$ cat src/rtl/mem_ctrl.sv
// Byte-serialising memory controller: data port wins over instruction fetch; each request becomes 1/2/4 byte-bus accesses.
// Latency from the IDLE cycle that samples the request to the ready pulse: load N+2, store N+1 (+IO stall cycles), fetch 6.
// rdy_in low freezes all state; IO stores stall while io_buffer_full is high; ready is a one-cycle pulse with no backpressure.
module mem_ctrl #(
    parameter logic [31:0] IO_ADDR_HI = 32'h00030000
) (
    input  logic        clk_in,
    input  logic        rst_in,
    input  logic        rdy_in,
    input  logic        d_valid,
    input  logic        d_wr,
    input  logic [2:0]  d_size,
    input  logic [31:0] d_addr,
    input  logic [31:0] d_value,
    output logic        d_ready,
    output logic [31:0] d_res,
    input  logic        i_valid,
    input  logic [31:0] i_addr,
    output logic        i_ready,
    output logic [31:0] i_inst,
    input  logic        flush,
    input  logic [7:0]  mem_din,
    output logic [7:0]  mem_dout,
    output logic [31:0] mem_a,
    output logic        mem_wr,
    input  logic        io_buffer_full
);

    typedef enum logic [2:0] {IDLE, DREAD, DWRITE, IREAD, DONE} state_e;

    state_e      state_q, state_d;
    logic [2:0]  cnt_q, cnt_d;
    logic [31:0] base_q, base_d;
    logic [2:0]  size_q, size_d;
    logic [31:0] value_q, value_d;
    logic [31:0] data_q, data_d;
    logic        inst_q, inst_d;

    logic [2:0]  nbytes;
    logic [1:0]  cap_idx;
    logic        io_stall;
    logic [2:0]  rd_off;

    function automatic logic [31:0] extend(input logic [31:0] raw, input logic [2:0] size);
        logic [31:0] r;
        case (size[1:0])
            2'd0:    r = {{24{raw[7] & ~size[2]}}, raw[7:0]};
            2'd1:    r = {{16{raw[15] & ~size[2]}}, raw[15:0]};
            default: r = raw;
        endcase
        return r;
    endfunction

    // Transfer length of the latched request; encoding 3 behaves as a word.
    always_comb begin
        case (size_q[1:0])
            2'd0:    nbytes = 3'd1;
            2'd1:    nbytes = 3'd2;
            default: nbytes = 3'd4;
        endcase
    end

    // Byte landing on mem_din this cycle belongs to the address issued at cnt-1.
    assign cap_idx  = 2'(cnt_q - 3'd1);
    assign io_stall = (base_q >= IO_ADDR_HI) && io_buffer_full;
    // While a capture is pending (frozen, or the capture-only last cycle) keep
    // presenting the previous address so mem_din still carries the owed byte.
    assign rd_off   = ((cnt_q == nbytes) || (!rdy_in && (cnt_q != 3'd0)))
                      ? 3'(cnt_q - 3'd1) : cnt_q;

    // Next-state logic: arbitration, byte sequencing, capture and abort.
    always_comb begin
        state_d = state_q;
        cnt_d   = cnt_q;
        base_d  = base_q;
        size_d  = size_q;
        value_d = value_q;
        data_d  = data_q;
        inst_d  = inst_q;
        case (state_q)
            IDLE: begin
                if (d_valid) begin
                    state_d = d_wr ? DWRITE : DREAD;
                    base_d  = d_addr;
                    size_d  = d_size;
                    value_d = d_value;
                    inst_d  = 1'b0;
                    cnt_d   = 3'd0;
                    data_d  = 32'd0;
                end else if (i_valid && !flush) begin
                    state_d = IREAD;
                    base_d  = i_addr;
                    size_d  = 3'b010;
                    value_d = 32'd0;
                    inst_d  = 1'b1;
                    cnt_d   = 3'd0;
                    data_d  = 32'd0;
                end
            end
            DREAD, IREAD: begin
                if ((state_q == IREAD) && flush) begin
                    state_d = IDLE;
                    cnt_d   = 3'd0;
                end else begin
                    if (cnt_q != 3'd0) begin
                        data_d[{cap_idx, 3'b000} +: 8] = mem_din;
                    end
                    if (cnt_q == nbytes) begin
                        state_d = DONE;
                    end else begin
                        cnt_d = cnt_q + 3'd1;
                    end
                end
            end
            DWRITE: begin
                if (!io_stall) begin
                    if (cnt_q == 3'(nbytes - 3'd1)) begin
                        state_d = DONE;
                    end else begin
                        cnt_d = cnt_q + 3'd1;
                    end
                end
            end
            DONE: begin
                // Requester still shows the old request here, so nothing is sampled.
                state_d = IDLE;
                cnt_d   = 3'd0;
            end
            default: begin
                state_d = IDLE;
                cnt_d   = 3'd0;
            end
        endcase
    end

    // State register: synchronous reset, global enable freezes everything.
    always_ff @(posedge clk_in) begin
        if (rst_in) begin
            state_q <= IDLE;
            cnt_q   <= 3'd0;
            base_q  <= 32'd0;
            size_q  <= 3'd0;
            value_q <= 32'd0;
            data_q  <= 32'd0;
            inst_q  <= 1'b0;
        end else if (rdy_in) begin
            state_q <= state_d;
            cnt_q   <= cnt_d;
            base_q  <= base_d;
            size_q  <= size_d;
            value_q <= value_d;
            data_q  <= data_d;
            inst_q  <= inst_d;
        end
    end

    // Bus and completion outputs decoded from the registered state.
    always_comb begin
        mem_a    = 32'd0;
        mem_dout = 8'd0;
        mem_wr   = 1'b0;
        d_ready  = 1'b0;
        d_res    = 32'd0;
        i_ready  = 1'b0;
        i_inst   = 32'd0;
        case (state_q)
            DREAD, IREAD: begin
                mem_a = base_q + {29'd0, rd_off};
            end
            DWRITE: begin
                mem_a    = base_q + {29'd0, cnt_q};
                mem_dout = value_q[{cnt_q[1:0], 3'b000} +: 8];
                // A frozen cycle must not repeat the write into an IO buffer.
                mem_wr   = rdy_in && !io_stall;
            end
            DONE: begin
                if (inst_q) begin
                    i_ready = 1'b1;
                    i_inst  = data_q;
                end else begin
                    d_ready = 1'b1;
                    d_res   = extend(data_q, size_q);
                end
            end
            default: begin
            end
        endcase
    end

endmodule

$ cat config.mk
export PLATFORM = sky130hd
export DESIGN_NAME = mem_ctrl
export DESIGN_NICKNAME = d
export VERILOG_FILES = /design/src/rtl/mem_ctrl.sv
export SDC_FILE = /design/constraint.sdc
export NUM_CORES = 1
export LEC_CHECK = 0
export BUFFER_PORTS_ARGS = -buffer_cell sky130_fd_sc_hd__buf_2
export CAP_MARGIN = 20
export CELL_PAD_IN_SITES_DETAIL_PLACEMENT = 2
export CELL_PAD_IN_SITES_GLOBAL_PLACEMENT = 2
export CORE_ASPECT_RATIO = 1.75
export CORE_MARGIN = 8
export CORE_UTILIZATION = 28
export DETAILED_ROUTE_END_ITERATION = 10
export PLACE_DENSITY_LB_ADDON = 0.1
export SETUP_SLACK_MARGIN = 0.15
export SYNTH_ARGS = -nofsm -noshare
export SYNTH_HDL_FRONTEND = slang
export SYNTH_SLANG_ARGS = --single-unit
$ cat constraint.sdc
create_clock -name clk_in -period 5.2 [get_ports clk_in]
set_input_delay 0.78 -clock clk_in [delete_from_list [all_inputs] [get_ports clk_in]]
set_output_delay 0.78 -clock clk_in [all_outputs]
set_load 0.01 [all_outputs]
# After elaboration in Yosys (flattened, before gate mapping)
# Index checks and enable logic that the tools add are counted.
# word_totals
register_bits	106
# op_classes
add_sub_neg	6
order_cmp	1
n_eq_ne	15
shift	3
mux	42
bitwise	3
n_reduce_logical	19
# op_table
op	n
32-bit 2-to-1 mux	11
32-bit case mux with 2 select lines	3
32-bit by 3-bit adder with 32-bit output	2
3-bit 2-to-1 mux	15
32-bit bitwise mux	1
32-bit by 18-bit >= comparator with 1-bit output, second input constant	1
8-bit by 7-bit variable shift with 32-bit output, first input constant	1
32-bit by 6-bit indexed part select with 8-bit output	1
8-bit by 7-bit indexed part select with 32-bit output	1
3-bit case mux with 3 select lines	2
5-bit AND reduction	3
2-bit != test, second input constant	5
3-bit != test, second input constant	3
8-bit 2-to-1 mux	1
1-bit 2-to-1 mux	7
5-bit negator with 7-bit output	1
3-bit by 2-bit == test with 1-bit output, second input constant	2
3-bit == test	2
3-bit case mux with 2 select lines	1
3-bit by 1-bit subtractor with 3-bit output, second input constant	2
1-bit logical AND	5
2-bit nonzero test	2
3-bit by 1-bit adder with 3-bit output, second input constant	1
3-bit by 1-bit == test with 1-bit output, second input constant	1
other kinds (12)	15

# Depth between registers and ports, before layout
# depth
ltp_word	7
mapped_depth	14
depth_no_buf	13

# Worst setup path after synthesis
# Ideal clock, no wire load.
# synth_timing
path_kind	reg2out
from	reg cnt_q[0]
to	out mem_a[15]
arrival_ns	3.206
t_required_ns	4.420
slack_ns	1.214
path_stages_with_launch	15
path_cell_list	dfxtp_1 buf_2 inv_1 ha_1 nor2b_1 nor2_1 o21ai_1 mux2i_1 ha_1 a21o_1 a21oi_1 clkbuf_1 nor4_1 xnor2_1 nor2_1
# synth_between
elab_chain_len	6
word_cells_on_any_way	9
# synth_lines
element	line	rtl
start: declaration	32	logic [2:0] cnt_q, cnt_d;
start signal: assignment	148	cnt_q <= cnt_d;
parallel branches: the longest is 5 deep, another holds 32-bit by 3-bit adder with 32-bit output	--	
32-bit case mux with 2 select lines *	166	case (state_q)
end: declaration	24	output logic [31:0] mem_a,
# Mark *: on every way between the ends.

# Worst setup path in the final report
# layout_timing
from	reg cnt_q[0]
to	out mem_a[14]
# The elaborated chain is that of the path after synthesis.

==> metrics <==
Final Hold Vio Count=0; VDD IR max=~0.14 mV; Die Ht=213.6 µm; cell mode on critical path=nor2_1; Synth Register Bits=about 110; core area=~22000 µm²; Yosys cell types=54; Net Switching=a little under 1000 µW; critical path, cell by cell=buf_4 -> inv_1 -> ha_1 -> nor2b_1 -> nor2_1 -> o21ai_1 -> xnor2_1 -> ha_1 -> fa_1 -> a21oi_1 -> buf_4 -> nor2_1 -> nand3_1 -> xor2_1 -> nor2_1 -> buf_2; final setup TNS=0 ns; Post-DP HPWL=~19 mm; fin area=approximately 7900 µm²; CTS tree=yes; clock network power share=between 20% and 30%; io pins=approximately 220; Vias=around 6300; Setup-failing EPs final=0; Placer Congestion=0.7751; number of global-route vias before repair=6914; Post-CTS Setup Bufs=0; Starting Density=between 20% and 30%; Row Count=72; RSZ-0062 raised after global routing=no; antenna viol nets, final=0; Tot GR Track Use=17.77%; Util after Layout=a little over a third; EDFF count, synth=0; sw frac=between 30% and 40%; root buffer cell=clkbuf_16; die footprint=between 20000 and 30000 µm²; Syn Area/Cell=8.068 µm²; P per Cell Area=between 300 and 400 nW/µm²; Slew Viols, Final=0; main flop type after synthesis=dfxtp_1; arrival time worst endpoint=around 3.7 ns; Clock transition at path regs=~0.080 ns; CP required=approximately 4.4 ns; Max clock buf depth=2; fraction of the cycle the final worst path needs=around 87%; Num CTS Buffers=9; Comb pwr share=31.6%; slowest CP cell=fa_1; Lkg Pwr=0.003323 µW; Seq pwr share=a little under 40%; fraction of final layout cells sized beyond drive strength 1=29.40%; Seq/Total Area, Yosys=33.98%; Int Pwr=roughly 1600 µW; Mapped Cells=just under 800; max incr delay on CP=0.43 ns; via/cell ratio=between 4 and 5; Sink Count=between 100 and 150; Top delay family on crit path=adder cells; most common cell after layout, fill and taps aside=buf_2; Final nets=around 1100; HP Class=flip-flop to flip-flop; Worst Tran Pin Value=between 1 and 1.5 ns; min Tclk post-route=about 4.5 ns; wire length per cell=19.05 µm; input/output buffers=around 220; clock latency on the worst-skew pair=0.37 ns; Post-CTS Hold Buffers=0; # DRC=0; Startpoint Class=flip-flop; first-pass GRT wire length=38.03 mm; H-tree depth=3; DRT iter0 DRCs=156; CP endpoint kind=output port; Max-Cap Viols=0; Overall Power=2587 µW; commonest non-fill, non-tap cells in the layout=buf_2 (220), nor2_1 (117), dfxtp_1 (106); Syn Nets=898; initial antenna violation count=5; total gr overflow=0; clock skew=0.009773 ns; die width=about 130 µm; drt total wl=roughly 24 mm; Peak Freq=~220 MHz; Crit path buffers/inverters=4; yosys synthesis warning count=0; Max Fanout on Critical Path=18; drt pass-1 iters=4; relative slew slack=32.96%; ys async rst share=0%; Post-DP Area=7576 µm²; # resized after CTS=0; cell area after synthesis=6245 µm²; Area growth syn-to-layout=26.45%; largest net degree at the start of global routing=61; critical path class=flip-flop to output port; outcome=finished, final reports clean
-- synth_stat cells, types with 2 or more instances --
cell	count	area, µm²
or2_1	26	162.7
nor2b_1	3	18.77
nor3_1	7	35.03
o31a_1	2	17.52
nand3_1	8	40.04
dfxtp_1	106	2122
ha_1	8	100.1
o211ai_1	6	45.04
a22oi_1	42	315.3
nor2_1	117	439.2
nand4_1	6	37.54
buf_2	10	50.05
clkbuf_1	46	172.7
nor4b_2	3	45.04
mux4_2	8	180.2
nor4_1	4	25.02
inv_1	23	86.33
buf_6	2	22.52
nor3b_2	2	25.02
or3_1	5	31.28
nor4_2	3	37.54
nand2_1	70	262.8
and3_1	12	75.07
a211oi_1	33	247.7
and4_1	3	26.28
o21ai_1	4	20.02
xnor2_1	23	201.4
xor2_1	8	70.07
nor3_2	8	80.08
a21oi_1	55	275.3
or3b_1	2	17.52
a21o_1	2	15.01
nand2b_1	7	43.79
mux2i_1	39	390.4
o21ai_0	12	60.06
and2_1	41	256.5
-- power by group through the flow --
stage | Sequential [µW] | Clock (µW) | Combinational [µW]
after floorplan | 992 | 0 | 574
after global placement | 1040 | 0 | 815
after detailed placement | 1050 | 0 | 834
after CTS | 1030 | 770 | 839
after global routing | 1050 | 801 | 921
final | 1030 | 743 | 817
-- sequential cells by signal, indices dropped and copies added (netlist names) --
register and count:
base_q 32, cnt_q 3, data_q 32, inst_q 1, size_q 3, state_q 3
value_q 32
-- kinds of logic (layout without fill, tap and decap cells) --
logic type      count (synthesis)  after routing  share of synthesized area [%]
simple gates                  336            336                          28.33
compound gates                161            161                          16.67
fa+ha+maj                       9              9                          1.924
flops                         106            106                          33.98
xor+xnor                       31             31                          4.348
other cells                     0              1                              0
buf+inv                        83            275                          5.430
mux                            48             48                          9.317
-- tightest hold or removal path: stages (launching register included) --
cell and delay, ns:
dfxtp_1 0.32, nand2_1 0.05, a21oi_1 0.05
-- worst paths after layout --
check / depth (start not counted) / start / slack (ns) / end
setup reg to reg: 8 / cnt_q[0] / 2.38 / data_q[11]
hold / removal: 2 / data_q[21] / 0.47 / data_q[21]
hold reg to reg: 2 / data_q[21] / 0.47 / data_q[21]
setup / recovery: 16 / cnt_q[0] / 0.68 / mem_a[14]
-- through the flow --
step | hold slack (ns) | worst slack (ns) | instances
2_1_floorplan | 0.4368 | 1.214 | 774
3_3_place_gp | 0.4472 | 1.194 | 1244
3_5_place_dp | 0.4586 | 1.055 | 1245
4_1_cts | 0.4692 | 0.6159 | 1261
5_1_grt | 0.4920 | 0.3692 | 1263
6_report | 0.4662 | 0.6817 | 1263
-- layout make-up --
| cell class | count | area (µm²) |
|---|---|---|
| inverters | 24 | 90.09 |
| repair buffers | 235 | 1214 |
| flip-flops and latches | 106 | 2122 |
| clock inverters | 6 | 71.32 |
| diodes | 1 | 2.502 |
| well taps | 296 | 370.4 |
| fillers | 2691 | 14080 |
| multi-input cells | 585 | 3787 |
| clock buffers | 10 | 239.0 |
-- routing by layer --
| metal | track usage (%) | wire, µm | share of wire (%) | up-vias |
|---|---|---|---|---|
| met1 | 17.50 | 8826 | 37 | 3016 |
| met4 | 5.743 | 491 | 2.0 | 8 |
| met5 | 0 | 47 | 0.20 | - |
| met2 | 34.37 | 13240 | 55 | 157 |
| li1 | - | - | - | 3044 |
| met3 | 5.154 | 1462 | 6.1 | 29 |
Power figures use the tool's default switching activity.
